$ cat src/rtl/vcfg_issue_ctrl.sv
// Vector configuration / issue sequencer: owns vl and vtype, executes the vset* family,
// and splits every other vector instruction into DATA_WIDTH-bit datapath beats.
module vcfg_issue_ctrl #(
  parameter int unsigned VLEN       = 128,
  parameter int unsigned DATA_WIDTH = 64,
  parameter int unsigned XLEN       = 32
) (
  input  logic            clk,
  input  logic            rst,
  input  logic            in_valid,
  output logic            in_ready,
  input  logic [6:0]      in_opcode_mjr,
  input  logic [2:0]      in_opcode_mnr,
  input  logic [4:0]      in_dest,
  input  logic [4:0]      in_src_1,
  input  logic [1:0]      in_cfg_type,
  input  logic [10:0]     in_zimm_11,
  input  logic [9:0]      in_zimm_10,
  input  logic [XLEN-1:0] rs1_data,
  input  logic [XLEN-1:0] rs2_data,
  output logic            rd_we,
  output logic [4:0]      rd_addr,
  output logic [XLEN-1:0] rd_wdata,
  output logic            out_valid,
  input  logic            out_ready,
  output logic [6:0]      out_opcode_mjr,
  output logic [4:0]      out_dest,
  output logic [7:0]      out_beat_idx,
  output logic [7:0]      out_elem_cnt,
  output logic            out_last,
  output logic [XLEN-1:0] vl_out,
  output logic [2:0]      vsew_out,
  output logic [2:0]      vlmul_out,
  output logic            vill_out
);

  localparam logic [6:0] OP_V     = 7'b1010111;
  localparam logic [6:0] LOAD_FP  = 7'b0000111;
  localparam logic [6:0] STORE_FP = 7'b0100111;

  typedef enum logic [1:0] {IDLE, CFG, ISSUE} state_e;

  state_e          state_q;
  logic            in_ready_q, rd_we_q, out_valid_q, out_last_q, vill_q, pend_vill_q;
  logic [4:0]      rd_addr_q, out_dest_q;
  logic [6:0]      out_opcode_q;
  logic [7:0]      beat_idx_q, elem_cnt_q;
  logic [2:0]      vsew_q, vlmul_q, pend_vsew_q, pend_vlmul_q;
  logic [XLEN-1:0] vl_q, rd_wdata_q, rem_q;

  logic            is_cfg_c, is_vec_c, new_vill_c;
  logic [2:0]      new_vsew_c, new_vlmul_c;
  logic [XLEN-1:0] vtype_c, avl_c, vlmax_c, new_vl_c, epb_c, rem_next_c;

  function automatic logic [XLEN-1:0] umin(input logic [XLEN-1:0] a, input logic [XLEN-1:0] b);
    return (a < b) ? a : b;
  endfunction

  assign is_cfg_c   = (in_opcode_mjr == OP_V) && (in_opcode_mnr == 3'b111);
  assign is_vec_c   = ((in_opcode_mjr == OP_V) && (in_opcode_mnr != 3'b111)) ||
                      (in_opcode_mjr == LOAD_FP) || (in_opcode_mjr == STORE_FP);
  assign epb_c      = XLEN'(DATA_WIDTH >> (32'd3 + 32'(vsew_q)));
  assign rem_next_c = rem_q - epb_c;

  // Decode the vset* form presented at the input and compute the resulting vl/vtype.
  always_comb begin
    vtype_c = XLEN'(in_zimm_11);
    avl_c   = rs1_data;
    if (in_cfg_type == 2'b11) begin
      vtype_c = XLEN'(in_zimm_10);
      avl_c   = XLEN'(in_src_1);
    end else if (in_cfg_type == 2'b10) begin
      vtype_c = rs2_data;
    end
    new_vlmul_c = vtype_c[2:0];
    new_vsew_c  = vtype_c[5:3];
    new_vill_c  = new_vlmul_c[2] || new_vsew_c[2] ||
                  ((32'd8 << new_vsew_c) > DATA_WIDTH) || (|vtype_c[XLEN-1:8]);
    vlmax_c     = XLEN'((VLEN << new_vlmul_c) >> (32'd3 + 32'(new_vsew_c)));
    if ((in_cfg_type != 2'b11) && (in_src_1 == 5'd0)) begin
      avl_c = (in_dest != 5'd0) ? vlmax_c : vl_q;
    end
    new_vl_c = umin(avl_c, vlmax_c);
    if (new_vill_c) begin
      new_vl_c    = '0;
      new_vsew_c  = '0;
      new_vlmul_c = '0;
    end
  end

  always_ff @(posedge clk) begin
    if (rst) begin
      state_q      <= IDLE;
      in_ready_q   <= 1'b1;
      rd_we_q      <= 1'b0;
      rd_addr_q    <= '0;
      rd_wdata_q   <= '0;
      out_valid_q  <= 1'b0;
      out_last_q   <= 1'b0;
      out_opcode_q <= '0;
      out_dest_q   <= '0;
      beat_idx_q   <= '0;
      elem_cnt_q   <= '0;
      rem_q        <= '0;
      vl_q         <= '0;
      vsew_q       <= '0;
      vlmul_q      <= '0;
      vill_q       <= 1'b1;
      pend_vsew_q  <= '0;
      pend_vlmul_q <= '0;
      pend_vill_q  <= 1'b1;
    end else begin
      case (state_q)
        IDLE: begin
          if (in_valid && is_cfg_c) begin
            state_q      <= CFG;
            in_ready_q   <= 1'b0;
            rd_we_q      <= (in_dest != 5'd0);
            rd_addr_q    <= in_dest;
            rd_wdata_q   <= new_vl_c;
            pend_vsew_q  <= new_vsew_c;
            pend_vlmul_q <= new_vlmul_c;
            pend_vill_q  <= new_vill_c;
          end else if (in_valid && is_vec_c && !vill_q && (vl_q != '0)) begin
            state_q      <= ISSUE;
            in_ready_q   <= 1'b0;
            out_valid_q  <= 1'b1;
            out_opcode_q <= in_opcode_mjr;
            out_dest_q   <= in_dest;
            beat_idx_q   <= '0;
            elem_cnt_q   <= 8'(umin(epb_c, vl_q));
            out_last_q   <= (vl_q <= epb_c);
            rem_q        <= vl_q;
          end
        end
        // rd_wdata already holds the new vl, so commit straight from it.
        CFG: begin
          state_q    <= IDLE;
          in_ready_q <= 1'b1;
          rd_we_q    <= 1'b0;
          vl_q       <= rd_wdata_q;
          vsew_q     <= pend_vsew_q;
          vlmul_q    <= pend_vlmul_q;
          vill_q     <= pend_vill_q;
        end
        ISSUE: begin
          if (out_ready) begin
            if (out_last_q) begin
              state_q     <= IDLE;
              in_ready_q  <= 1'b1;
              out_valid_q <= 1'b0;
              out_last_q  <= 1'b0;
            end else begin
              rem_q      <= rem_next_c;
              beat_idx_q <= beat_idx_q + 8'd1;
              elem_cnt_q <= 8'(umin(epb_c, rem_next_c));
              out_last_q <= (rem_next_c <= epb_c);
            end
          end
        end
        default: begin
          state_q    <= IDLE;
          in_ready_q <= 1'b1;
        end
      endcase
    end
  end

  assign in_ready       = in_ready_q;
  assign rd_we          = rd_we_q;
  assign rd_addr        = rd_addr_q;
  assign rd_wdata       = rd_wdata_q;
  assign out_valid      = out_valid_q;
  assign out_opcode_mjr = out_opcode_q;
  assign out_dest       = out_dest_q;
  assign out_beat_idx   = beat_idx_q;
  assign out_elem_cnt   = elem_cnt_q;
  assign out_last       = out_last_q;
  assign vl_out         = vl_q;
  assign vsew_out       = vsew_q;
  assign vlmul_out      = vlmul_q;
  assign vill_out       = vill_q;

endmodule

$ cat config.mk
export PLATFORM = sky130hd
export DESIGN_NAME = vcfg_issue_ctrl
export DESIGN_NICKNAME = d
export VERILOG_FILES = /design/src/rtl/vcfg_issue_ctrl.sv
export SDC_FILE = /design/constraint.sdc
export NUM_CORES = 1
export LEC_CHECK = 0
export CORE_AREA = 2 2 137 139
export DETAILED_ROUTE_END_ITERATION = 7
export DIE_AREA = 0 0 139 141
export PLACE_DENSITY = 0.76
export SLEW_MARGIN = 40
export SYNTH_ARGS = -nofsm -noshare
export SYNTH_HDL_FRONTEND = slang
export SYNTH_SLANG_ARGS = --single-unit
$ cat constraint.sdc
create_clock -name clk -period 4.7 [get_ports clk]
set_input_delay 0.47 -clock clk [delete_from_list [all_inputs] [get_ports clk]]
set_output_delay 0.47 -clock clk [all_outputs]
set_load 0.1 [all_outputs]
Word-level counts from Yosys, hierarchy flattened
Index checks and enable logic that the tools add are counted.
{ "word_totals": {"input_bits": 111, "wordCells": 126, "regBits": 149} }
{ "op_classes": {"n_eq_ne": 17, "bitwise_logic": 1, "addsub": 4, "n_lt_le_gt_ge": 6, "mux": 48, "reduce_logical": 27, "shifts": 4} }
{ "op_table": {"columns": ["operator", "count"], "rows": [
  ["$mux W32", 11],
  ["$lt A32 B32 Y1", 3],
  ["$mux W8", 10],
  ["$le A32 B32 Y1", 2],
  ["$pmux W32 S2", 1],
  ["$gt A32 B7 Y1 const B", 1],
  ["$pmux W8 S2", 2],
  ["$reduce_bool A32 Y1", 1],
  ["$shl A4 B3 Y32 const A", 1],
  ["$shl A8 B3 Y32 const A", 1],
  ["$shr A32 B4 Y32", 1],
  ["$shr A7 B4 Y32 const A", 1],
  ["$sub A32 B32 Y32", 1],
  ["$reduce_or A24 Y1", 1],
  ["$ne A2 B2 Y1 const B", 7],
  ["$mux W1", 13],
  ["$reduce_and A5 Y1", 2],
  ["$add A2 B3 Y4 const A", 2],
  ["$add A8 B1 Y8 const B", 1],
  ["$mux W2", 4],
  ["$pmux W1 S2", 4],
  ["$eq A7 B3 Y1 const B", 1],
  ["$eq A7 B6 Y1 const B", 1],
  ["$eq A7 B7 Y1 const B", 1],
  ["17 further kinds", 34]
]} }

Depth between registers and ports, before layout
Gate-level depths: netlist of run 1.
{ "depth": {"word_depth": 10, "ltp_mapped": 19, "ltp_nobuf": 16} }

Worst setup path after synthesis of run 1
No wires, ideal clock.
{ "synth_timing": {"path_kind": "reg2reg", "startpoint": "register vsew_q[1], in the netlist vsew_out[1]", "endpoint": "register out_last_q, in the netlist out_last", "path_stages_with_launch": 14, "t_required_ps": 4626, "period_less_slack_ps": 4037, "setup_slack_ps": 663, "setup_ps": 74, "n_path_buf": 0, "t_arrival_ps": 3962, "cell_sequence": "dfxtp_1 -> nand2_1 -> ha_1 -> nor2b_1 -> o31a_1 -> a21oi_1 -> ha_1 -> a21oi_1 -> o2bb2ai_1 -> o2111ai_1 -> nor4b_2 -> nand4_2 -> o311a_1 -> nor3_2"} }
{ "synth_between": {"elab_chain_len": 7} }
{ "synth_lines": {"columns": ["element", "line", "rtl"], "rows": [
  ["start, declared", "48", "logic [2:0] vsew_q, vlmul_q, pend_vsew_q, pend_vlmul_q;"],
  ["start signal, assigned", "142", "vsew_q <= pend_vsew_q;"],
  ["$add A2 B3 Y4 *", "62", "assign epb_c = XLEN'(DATA_WIDTH >> (32'd3 + 32'(vsew_q)));"],
  ["$shr A7 B4 Y32 *", "62", null],
  ["$sub A32 B32 Y32", "63", "assign rem_next_c = rem_q - epb_c;"],
  ["$le A32 B32 Y1", "157", "out_last_q <= (rem_next_c <= epb_c);"],
  ["$mux W1", "148", "if (out_last_q) begin"],
  ["$mux W1", "147", "if (out_ready) begin"],
  ["$pmux W1 S2 *", "113", "case (state_q)"],
  ["end signal, assigned", "132", "out_last_q <= (vl_q <= epb_c);"],
  ["end signal, assigned", "157", null],
  ["end, declared", "44", "logic in_ready_q, rd_we_q, out_valid_q, out_last_q, vill_q, pend_vill_q;"]
]} }
Mark *: on every way between the ends. The rest lies on a longest branch, timed or not. The select of a mux whose other input is x is not followed.
A chain may end at the register's enable or synchronous reset.

Worst setup path after layout of run 1
{ "layout_timing": {"startpoint": "input in_cfg_type[0]", "endpoint": "register rd_wdata_q[4], in the netlist rd_wdata[4]"} }
{ "layout_between": {"elab_chain_len": 10} }
{ "layout_lines": {"columns": ["element", "line", "rtl"], "rows": [
  ["start, declared", "16", "input logic [1:0] in_cfg_type,"],
  ["$eq A2 B2 Y1", "72", "end else if (in_cfg_type == 2'b10) begin"],
  ["$mux W32", "72", null],
  ["$mux W32", "69", "if (in_cfg_type == 2'b11) begin"],
  ["$add A2 B3 Y4 / $shl A8 B3 Y32 (equally long branches)", "79", "vlmax_c = XLEN'((VLEN << new_vlmul_c) >> (32'd3 + 32'(new_vsew_c)));"],
  ["$shr A32 B4 Y32", "79", null],
  ["$mux W32", "81", "avl_c = (in_dest != 5'd0) ? vlmax_c : vl_q;"],
  ["$mux W32", "80", "if ((in_cfg_type != 2'b11) && (in_src_1 == 5'd0)) begin"],
  ["$lt A32 B32 Y1", "56", "return (a < b) ? a : b;"],
  ["$mux W32", "56", null],
  ["$mux W32 *", "84", "if (new_vill_c) begin"],
  ["end signal, assigned", "120", "rd_wdata_q <= new_vl_c;"],
  ["end, declared", "49", "logic [XLEN-1:0] vl_q, rd_wdata_q, rem_q;"]
]} }
Mark *: on every way between the ends. The rest lies on a longest branch, timed or not.

==> results of run 1 <==
final cells by class:
| type | instances | area [µm²] |
|---|---|---|
| fill | 1779 | 7680 |
| sequential | 149 | 2980 |
| multi-input combinational | 826 | 4770 |
| timing repair buffer | 254 | 1910 |
| inverter | 22 | 82.6 |
| clock inverter | 15 | 124 |
| clock buffer | 17 | 425 |
| tap | 234 | 293 |
tightest hold or removal path: stages, from the launching register on:
cell	delay (ns)
sky130_fd_sc_hd__dfxtp_1	0.31
sky130_fd_sc_hd__nand2_1	0.05
sky130_fd_sc_hd__a21oi_1	0.05
cells by family after synthesis:
group / count (synthesis) / share of synthesized area [%]
AND/OR/NAND/NOR: 462 / 27.1
XOR/XNOR: 17 / 1.85
flip-flops: 149 / 37.1
adder cells (fa/ha/maj): 25 / 3.98
multiplexers: 20 / 2.55
buffers and inverters: 84 / 4.03
AO/OA/AOI/OAI: 302 / 23.4
routing by layer:
| layer | track usage [%] | part of all wire (%) | wire length [µm] |
|---|---|---|---|
| met1 | 31.7 | 44 | 10800 |
| met2 | 42.1 | 48 | 11700 |
| met3 | 6.39 | 6.3 | 1560 |
| met4 | 6.91 | 1.9 | 474 |
| met5 | 0 | 0 | 0 |
state kept, by name (all words and copies together) (netlist names):
| register | count |
|---|---|
| vlmul_out | 3 |
| rd_addr | 5 |
| out_beat_idx | 8 |
| state_q | 2 |
| pend_vsew_q | 3 |
| vill_out | 1 |
| rd_wdata | 32 |
| pend_vlmul_q | 3 |
| vsew_out | 3 |
| out_last | 1 |
| out_elem_cnt | 8 |
| out_valid | 1 |
| in_ready | 1 |
| out_dest | 5 |
| pend_vill_q | 1 |
| rem_q | 32 |
| rd_we | 1 |
| vl_out | 32 |
| out_opcode_mjr | 7 |
through the flow:
| step | hold WS (ns) | utilization, % | instances |
|---|---|---|---|
| 2_1_floorplan | 0.427 | - | 1059 |
| 3_3_place_gp | 0.436 | 57.8 | 1485 |
| 3_5_place_dp | 0.441 | 54.9 | 1485 |
| 4_1_cts | 0.450 | 57.9 | 1517 |
| 5_1_grt | 0.473 | 57.9 | 1517 |
| 6_report | 0.448 | 57.9 | 1517 |
worst max path at each step:
stage                                 to  slack [ns]                startpoint
2_1_floorplan      out_last$_SDFFE_PP0P_        0.66  vsew_out[1]$_SDFFE_PP0P_
3_3_place_gp    rd_wdata[6]$_SDFFE_PP0P_      -0.003            in_cfg_type[0]
3_5_place_dp   rd_wdata[10]$_SDFFE_PP0P_       -0.08            in_cfg_type[0]
4_1_cts         rd_wdata[8]$_SDFFE_PP0P_        0.37            in_cfg_type[0]
5_1_grt         rd_wdata[0]$_SDFFE_PP0P_        0.02            in_cfg_type[0]
6_report        rd_wdata[4]$_SDFFE_PP0P_        0.38            in_cfg_type[0]
cell usage in the layout (no fill, tap or decap), drive strengths merged, types with 11 or more instances in the layout:
cell type,synthesis,layout
a211oi,19,19
a21o,13,13
a21oi,124,124
a22oi,12,12
and2,28,28
buf,8,151
clkbuf,54,17
clkdlybuf4s50,0,103
dfxtp,149,149
ha,24,24
inv,22,27
mux2i,16,16
nand2,193,193
nand3,14,14
nand4,14,14
nor2,98,98
nor3,30,30
nor4,28,28
o21ai,54,54
o31ai,11,11
power by group:
group	switching, µW	internal [µW]	total (µW)
clock network	576	685	1260
registers	0.0298	1260	1260
logic	136	164	300
repair_timing:
item,CTS,global route
setup endpoints to repair,0,9
resized for setup,0,1
buffers inserted,0,0
==> results.sh, run 1 <==
export IMPL_top_cell_family_by_delay_on_the_critical_path="compound AO/OA/AOI/OAI gates"
export IMPL_layout_worst_path_cycle_share_pct=91.9
export IMPL_grt_pass1_wl_um=40200
export IMPL_antenna_violating_nets_post_route=0
export IMPL_proportion_of_netlist_area_held_by_the_largest_area_contributor_pct=37.1
export IMPL_clock_latency_ns=0.43
export IMPL_place_worst_setup_slack_ns=-0.0765
export IMPL_hold_violations=0
export IMPL_postSynthRegisterBits=149
export IMPL_cts_clk_slew_worst_paths_ns=0.06
export IMPL_worst_slew_pin_tran_ns=0.790
export IMPL_cp_start_kind="input port"
export IMPL_max_slew_margin_rel_pct=46.9
export IMPL_critPathKind="in2reg"
export IMPL_design_die_area_mm2=0.0196
export IMPL_synth_seq_area_share_pct=37.1
export IMPL_cts_num_sinks=149
export IMPL_cts_root_buffer_cell="sky130_fd_sc_hd__clkbuf_16"
export IMPL_first_pass_iters=5
export IMPL_boundaryPins=219
export IMPL_gp_congestion=0.941
export IMPL_netlist_cell_type_count=72
export IMPL_rows=50
export IMPL_routed_via_count=8530
export IMPL_critical_path_max_stage_delay_ns=0.45
export IMPL_synthesis_area_mm2=0.00804
export IMPL_drc=0
export IMPL_critical_path_reg2reg_startpoint="vsew_out[0]$_SDFFE_PP0P_"
export IMPL_min_delay_path_depth=2
export IMPL_synth_edff_count=0
export IMPL_yosys_top_cells_count="sky130_fd_sc_hd__nand2_1 (193), sky130_fd_sc_hd__dfxtp_1 (149), sky130_fd_sc_hd__a21oi_1 (122)"
export IMPL_routed_via_density=5.62
export IMPL_floorplan_initialDensity_pct=44.0
export IMPL_final_nets=1406
export IMPL_layout_area_overhead_vs_synth_pct=31.6
export IMPL_setup_slack_ns=0.382
export IMPL_cts_hold_buf=0
export IMPL_grt_remaining_overflow=0
export IMPL_setup_tns_final_ns=0
export IMPL_grt_setup_unrepaired="no"
export IMPL_synthTopCellsByArea="sky130_fd_sc_hd__dfxtp_1 (37%), sky130_fd_sc_hd__nand2_1 (9.0%), sky130_fd_sc_hd__a21oi_1 (7.6%)"
export IMPL_r2r_worst_path_cells=13
export IMPL_fin_area_mm2=0.0106
export IMPL_cap_violations=0
export IMPL_fmax_ghz=0.232
export IMPL_h_tree_depth=4
export IMPL_synthMostInstantiatedCell="sky130_fd_sc_hd__nand2_1"
export IMPL_post_synth_arst_share_pct=0
export IMPL_detailedRoute_firstIterationViolations=545
export IMPL_worst_setup_path_end_kind="flip-flop"
export IMPL_maxSlewViolCount=0
export IMPL_cts_path_max_buffers=2
export IMPL_placement_io_buffers=212
export IMPL_timing_final_setup_violations=0
export IMPL_worst_endpoint_arrival_ns=4.62
export IMPL_critPathMaxFanout=9
export IMPL_antenna_violations_before_repair=0
export IMPL_grt_util_all_layers_pct=24.9
export IMPL_syn_avg_cell_area_um2=7.59
export IMPL_antennaDiodeCount=0
export IMPL_min_to="out_opcode_mjr[5]$_SDFFE_PP0P_"
export IMPL_synth_largest_area_cell="sky130_fd_sc_hd__dfxtp_1"
export IMPL_crit_path_frequent_cell="sky130_fd_sc_hd__o21ai_0"
export IMPL_worst_ep_required_time_ns=5.00
export IMPL_p_leak_uw=0.00429
export IMPL_power_density_mw_per_mm2=267
export IMPL_detail_route_wl_per_cell_um=16.2
export IMPL_largest_vdd_supply_drop_mv=0.240
export IMPL_syn_num_nets=1195
export IMPL_worst_hold_start="out_opcode_mjr[5]$_SDFFE_PP0P_"
export IMPL_clock_skew_ns=0.00977
export IMPL_worst_r2r_dst="out_last$_SDFFE_PP0P_"
export IMPL_drt_wl_total_um=24500
export IMPL_slowest_stage="sky130_fd_sc_hd__clkdlybuf4s50_1"
export IMPL_type_of_the_most_critical_hold_path="reg2reg"
export IMPL_timing_critical_path_cells="clkdlybuf4s50_1 -> buf_4 -> mux2i_1 -> a21oi_1 -> xnor2_1 -> nor3b_1 -> buf_4 -> a21oi_1 -> o21ai_0 -> ha_1 -> o21a_1 -> o21ai_0 -> a2111oi_0 -> o21ai_0 -> a31oi_1 -> a211o_1 -> buf_4 -> mux2i_1 -> o21ai_0"
export IMPL_place_area_mm2=0.0100
export IMPL_core_region_area_mm2=0.0183
export IMPL_die_y_um=141
export IMPL_post_synth_inst_count=1059
export IMPL_cts_tree="yes"
export IMPL_run_status="completed"
export IMPL_finalPower_uw=2820
export IMPL_yosys_warnings=0
export IMPL_cp_depth=19
export IMPL_dp_final_hpwl_um=18100
export IMPL_synth_top_flop_cell="sky130_fd_sc_hd__dfxtp_1"
export IMPL_maximum_number_of_pins_on_one_net_before_global_route_repair=62
export IMPL_rrSetupSlack_ns=0.80
export IMPL_cts_buffers=17
export IMPL_drive_above_1_share_pct=16.1
export IMPL_critPathBufInv=4
export IMPL_floorplan_die_width_um=139
export IMPL_final_period_minus_worst_setup_slack_ns=4.32
export IMPL_first_global_vias=8102
No activity file was read; power rests on OpenSTA's default activity.
==> run 2: changes to the inputs <==
--- a/config.mk
+++ b/config.mk
@@ -9,6 +9,7 @@
 export DETAILED_ROUTE_END_ITERATION = 7
 export DIE_AREA = 0 0 139 141
 export PLACE_DENSITY = 0.76
+export RECOVER_POWER = 50
 export SLEW_MARGIN = 40
 export SYNTH_ARGS = -nofsm -noshare
 export SYNTH_HDL_FRONTEND = slang
==> results.sh, run 2 (synthesis gave the netlist of run 1 again) <==
export IMPL_run_status="complete, but fails checks"
export IMPL_violations_in_the_final_reports="capacitance limit, slew limit"
export IMPL_antenna_violating_nets_post_route=0
export IMPL_floorplan_die_width_um=139
export IMPL_maxSlewViolCount=98
export IMPL_core_region_area_mm2=0.0183
export IMPL_drt_wl_total_um=24600
export IMPL_grt_util_all_layers_pct=24.9
export IMPL_fin_util_pct=57.1
export IMPL_grt_remaining_overflow=0
export IMPL_routed_via_count=8561
export IMPL_layout_commonest_cell="sky130_fd_sc_hd__nand2_1"
export IMPL_design_die_area_mm2=0.0196
export IMPL_finalPower_uw=2820
export IMPL_timing_critical_path_cells="clkdlybuf4s50_1 -> buf_4 -> buf_4 -> mux2i_1 -> a21o_1 -> xnor2_1 -> nor3b_1 -> buf_4 -> a21oi_1 -> o21ai_0 -> ha_1 -> o21a_1 -> o21ai_0 -> a2111oi_0 -> o21ai_0 -> a31oi_1 -> a211o_1 -> buf_4 -> mux2i_1 -> o21ai_0"
export IMPL_detailedRoute_firstIterationViolations=511
export IMPL_cts_clk_slew_worst_paths_ns=0.06
export IMPL_slowest_stage="sky130_fd_sc_hd__clkdlybuf4s50_1"
export IMPL_final_nets=1406
export IMPL_antenna_violations_before_repair=0
export IMPL_type_of_the_most_critical_hold_path="reg2reg"
export IMPL_clock_latency_ns=0.43
export IMPL_grt_setup_unrepaired="no"
export IMPL_antennaDiodeCount=0
export IMPL_cts_tree="yes"
export IMPL_worst_ep_required_time_ns=5.01
export IMPL_placement_io_buffers=212
export IMPL_rows=50
export IMPL_hold_violations=0
export IMPL_grt_pass1_wl_um=40200
export IMPL_max_slew_margin_rel_pct=-81.1
export IMPL_p_leak_uw=0.00382
export IMPL_cts_buffers=17
export IMPL_cts_path_max_buffers=2
export IMPL_worst_hold_start="pend_vlmul_q[2]$_SDFFE_PP0P_"
export IMPL_place_area_mm2=0.0100
export IMPL_worst_endpoint_arrival_ns=4.65
export IMPL_first_pass_iters=6
export IMPL_largest_vdd_supply_drop_mv=0.240
export IMPL_worst_setup_path_end_kind="flip-flop"
export IMPL_routed_via_density=5.64
export IMPL_h_tree_depth=4
export IMPL_final_cell_mix="sky130_fd_sc_hd__nand2_1 (193), sky130_fd_sc_hd__dfxtp_1 (149), sky130_fd_sc_hd__a21oi_1 (122)"
export IMPL_layout_worst_path_cycle_share_pct=92.4
export IMPL_worst_slew_pin_tran_ns=2.72
export IMPL_detail_route_wl_per_cell_um=16.2
export IMPL_die_y_um=141
export IMPL_clock_skew_ns=0.0108
export IMPL_gp_congestion=0.941
export IMPL_worstSetupStartpoint="in_cfg_type[0]"
export IMPL_first_global_vias=8102
export IMPL_final_fill_count=1829
export IMPL_cap_violations=2
export IMPL_final_cell_count_no_fill=1517
export IMPL_fmax_ghz=0.230
export IMPL_critPathKind="in2reg"
export IMPL_layout_area_overhead_vs_synth_pct=29.8
export IMPL_cts_num_sinks=149
export IMPL_timing_final_setup_violations=0
export IMPL_placedCellCount=1485
export IMPL_fin_area_mm2=0.0104
export IMPL_cp_start_kind="input port"
export IMPL_cts_root_buffer_cell="sky130_fd_sc_hd__clkbuf_16"
export IMPL_power_density_mw_per_mm2=271
export IMPL_boundaryPins=219
export IMPL_final_period_minus_worst_setup_slack_ns=4.34
export IMPL_critPathMaxFanout=9
export IMPL_drc=0
export IMPL_setup_tns_final_ns=0
export IMPL_floorplan_initialDensity_pct=44.0
export IMPL_critical_path_max_stage_delay_ns=0.45
export IMPL_drive_above_1_share_pct=7.72
export IMPL_critical_path_reg2reg_startpoint="vsew_out[0]$_SDFFE_PP0P_"
export IMPL_maximum_number_of_pins_on_one_net_before_global_route_repair=62
export IMPL_dp_final_hpwl_um=18100
## run 2: worst max-delay path, delay by kind of cell
family / cells / cell delay (ns)
fa+ha+maj: 1 / 0.24
mux: 2 / 0.43
simple gates: 1 / 0.29
buf+inv: 5 / 1.18
xor+xnor: 1 / 0.15
compound gates: 10 / 1.88
## run 2: stage by stage
stage / hold slack, ns / worst slack (ns)
after global placement: 0.436 / -0.00256
final: 0.452 / 0.359
after detailed placement: 0.441 / -0.0765
after floorplan: 0.427 / 0.663
after CTS: 0.450 / 0.370
after global routing: 0.475 / 0.0241
## run 2: final timing paths
| kind | slack [ns] | cells after the start | endpoint |
|---|---|---|---|
| worst min-delay path | 0.45 | 2 | vlmul_out[2]$_SDFFE_PP0P_ |
| worst max register to register | 0.77 | 13 | out_last$_SDFFE_PP0P_ |
| worst max-delay path | 0.36 | 20 | rd_wdata[4]$_SDFFE_PP0P_ |
| worst min register to register | 0.45 | 2 | vlmul_out[2]$_SDFFE_PP0P_ |
## run 2: routing by layer
layer  vias up  track usage (%)  wire length, µm
met4         0             6.91              476
met1      4005             31.7            10800
met5         -                0                0
met3        31             6.39             1500
met2       300             42.1            11800
li1       4225                -                -
## run 2: where the power goes
part,internal (µW),switching [µW],leakage [µW]
logic,163,136,0.00237
clock network,685,578,0.000255
registers,1260,0.0303,0.00120
total,2110,714,0.00382
## run 2: repair_timing
item	CTS	global route
gates resized for setup	0	1
hold buffers	0	0
buffers inserted	0	0
setup endpoints to repair	0	9
## run 2: final cells by class
type | instances | area (µm²) | area share, %
clock inverter | 15 | 124 | 1.19
sequential | 149 | 2980 | 28.6
multi-input combinational | 826 | 4770 | 45.7
timing repair buffer | 254 | 1770 | 16.9
clock buffer | 17 | 425 | 4.08
inverter | 22 | 82.6 | 0.791
tap | 234 | 293 | 2.80
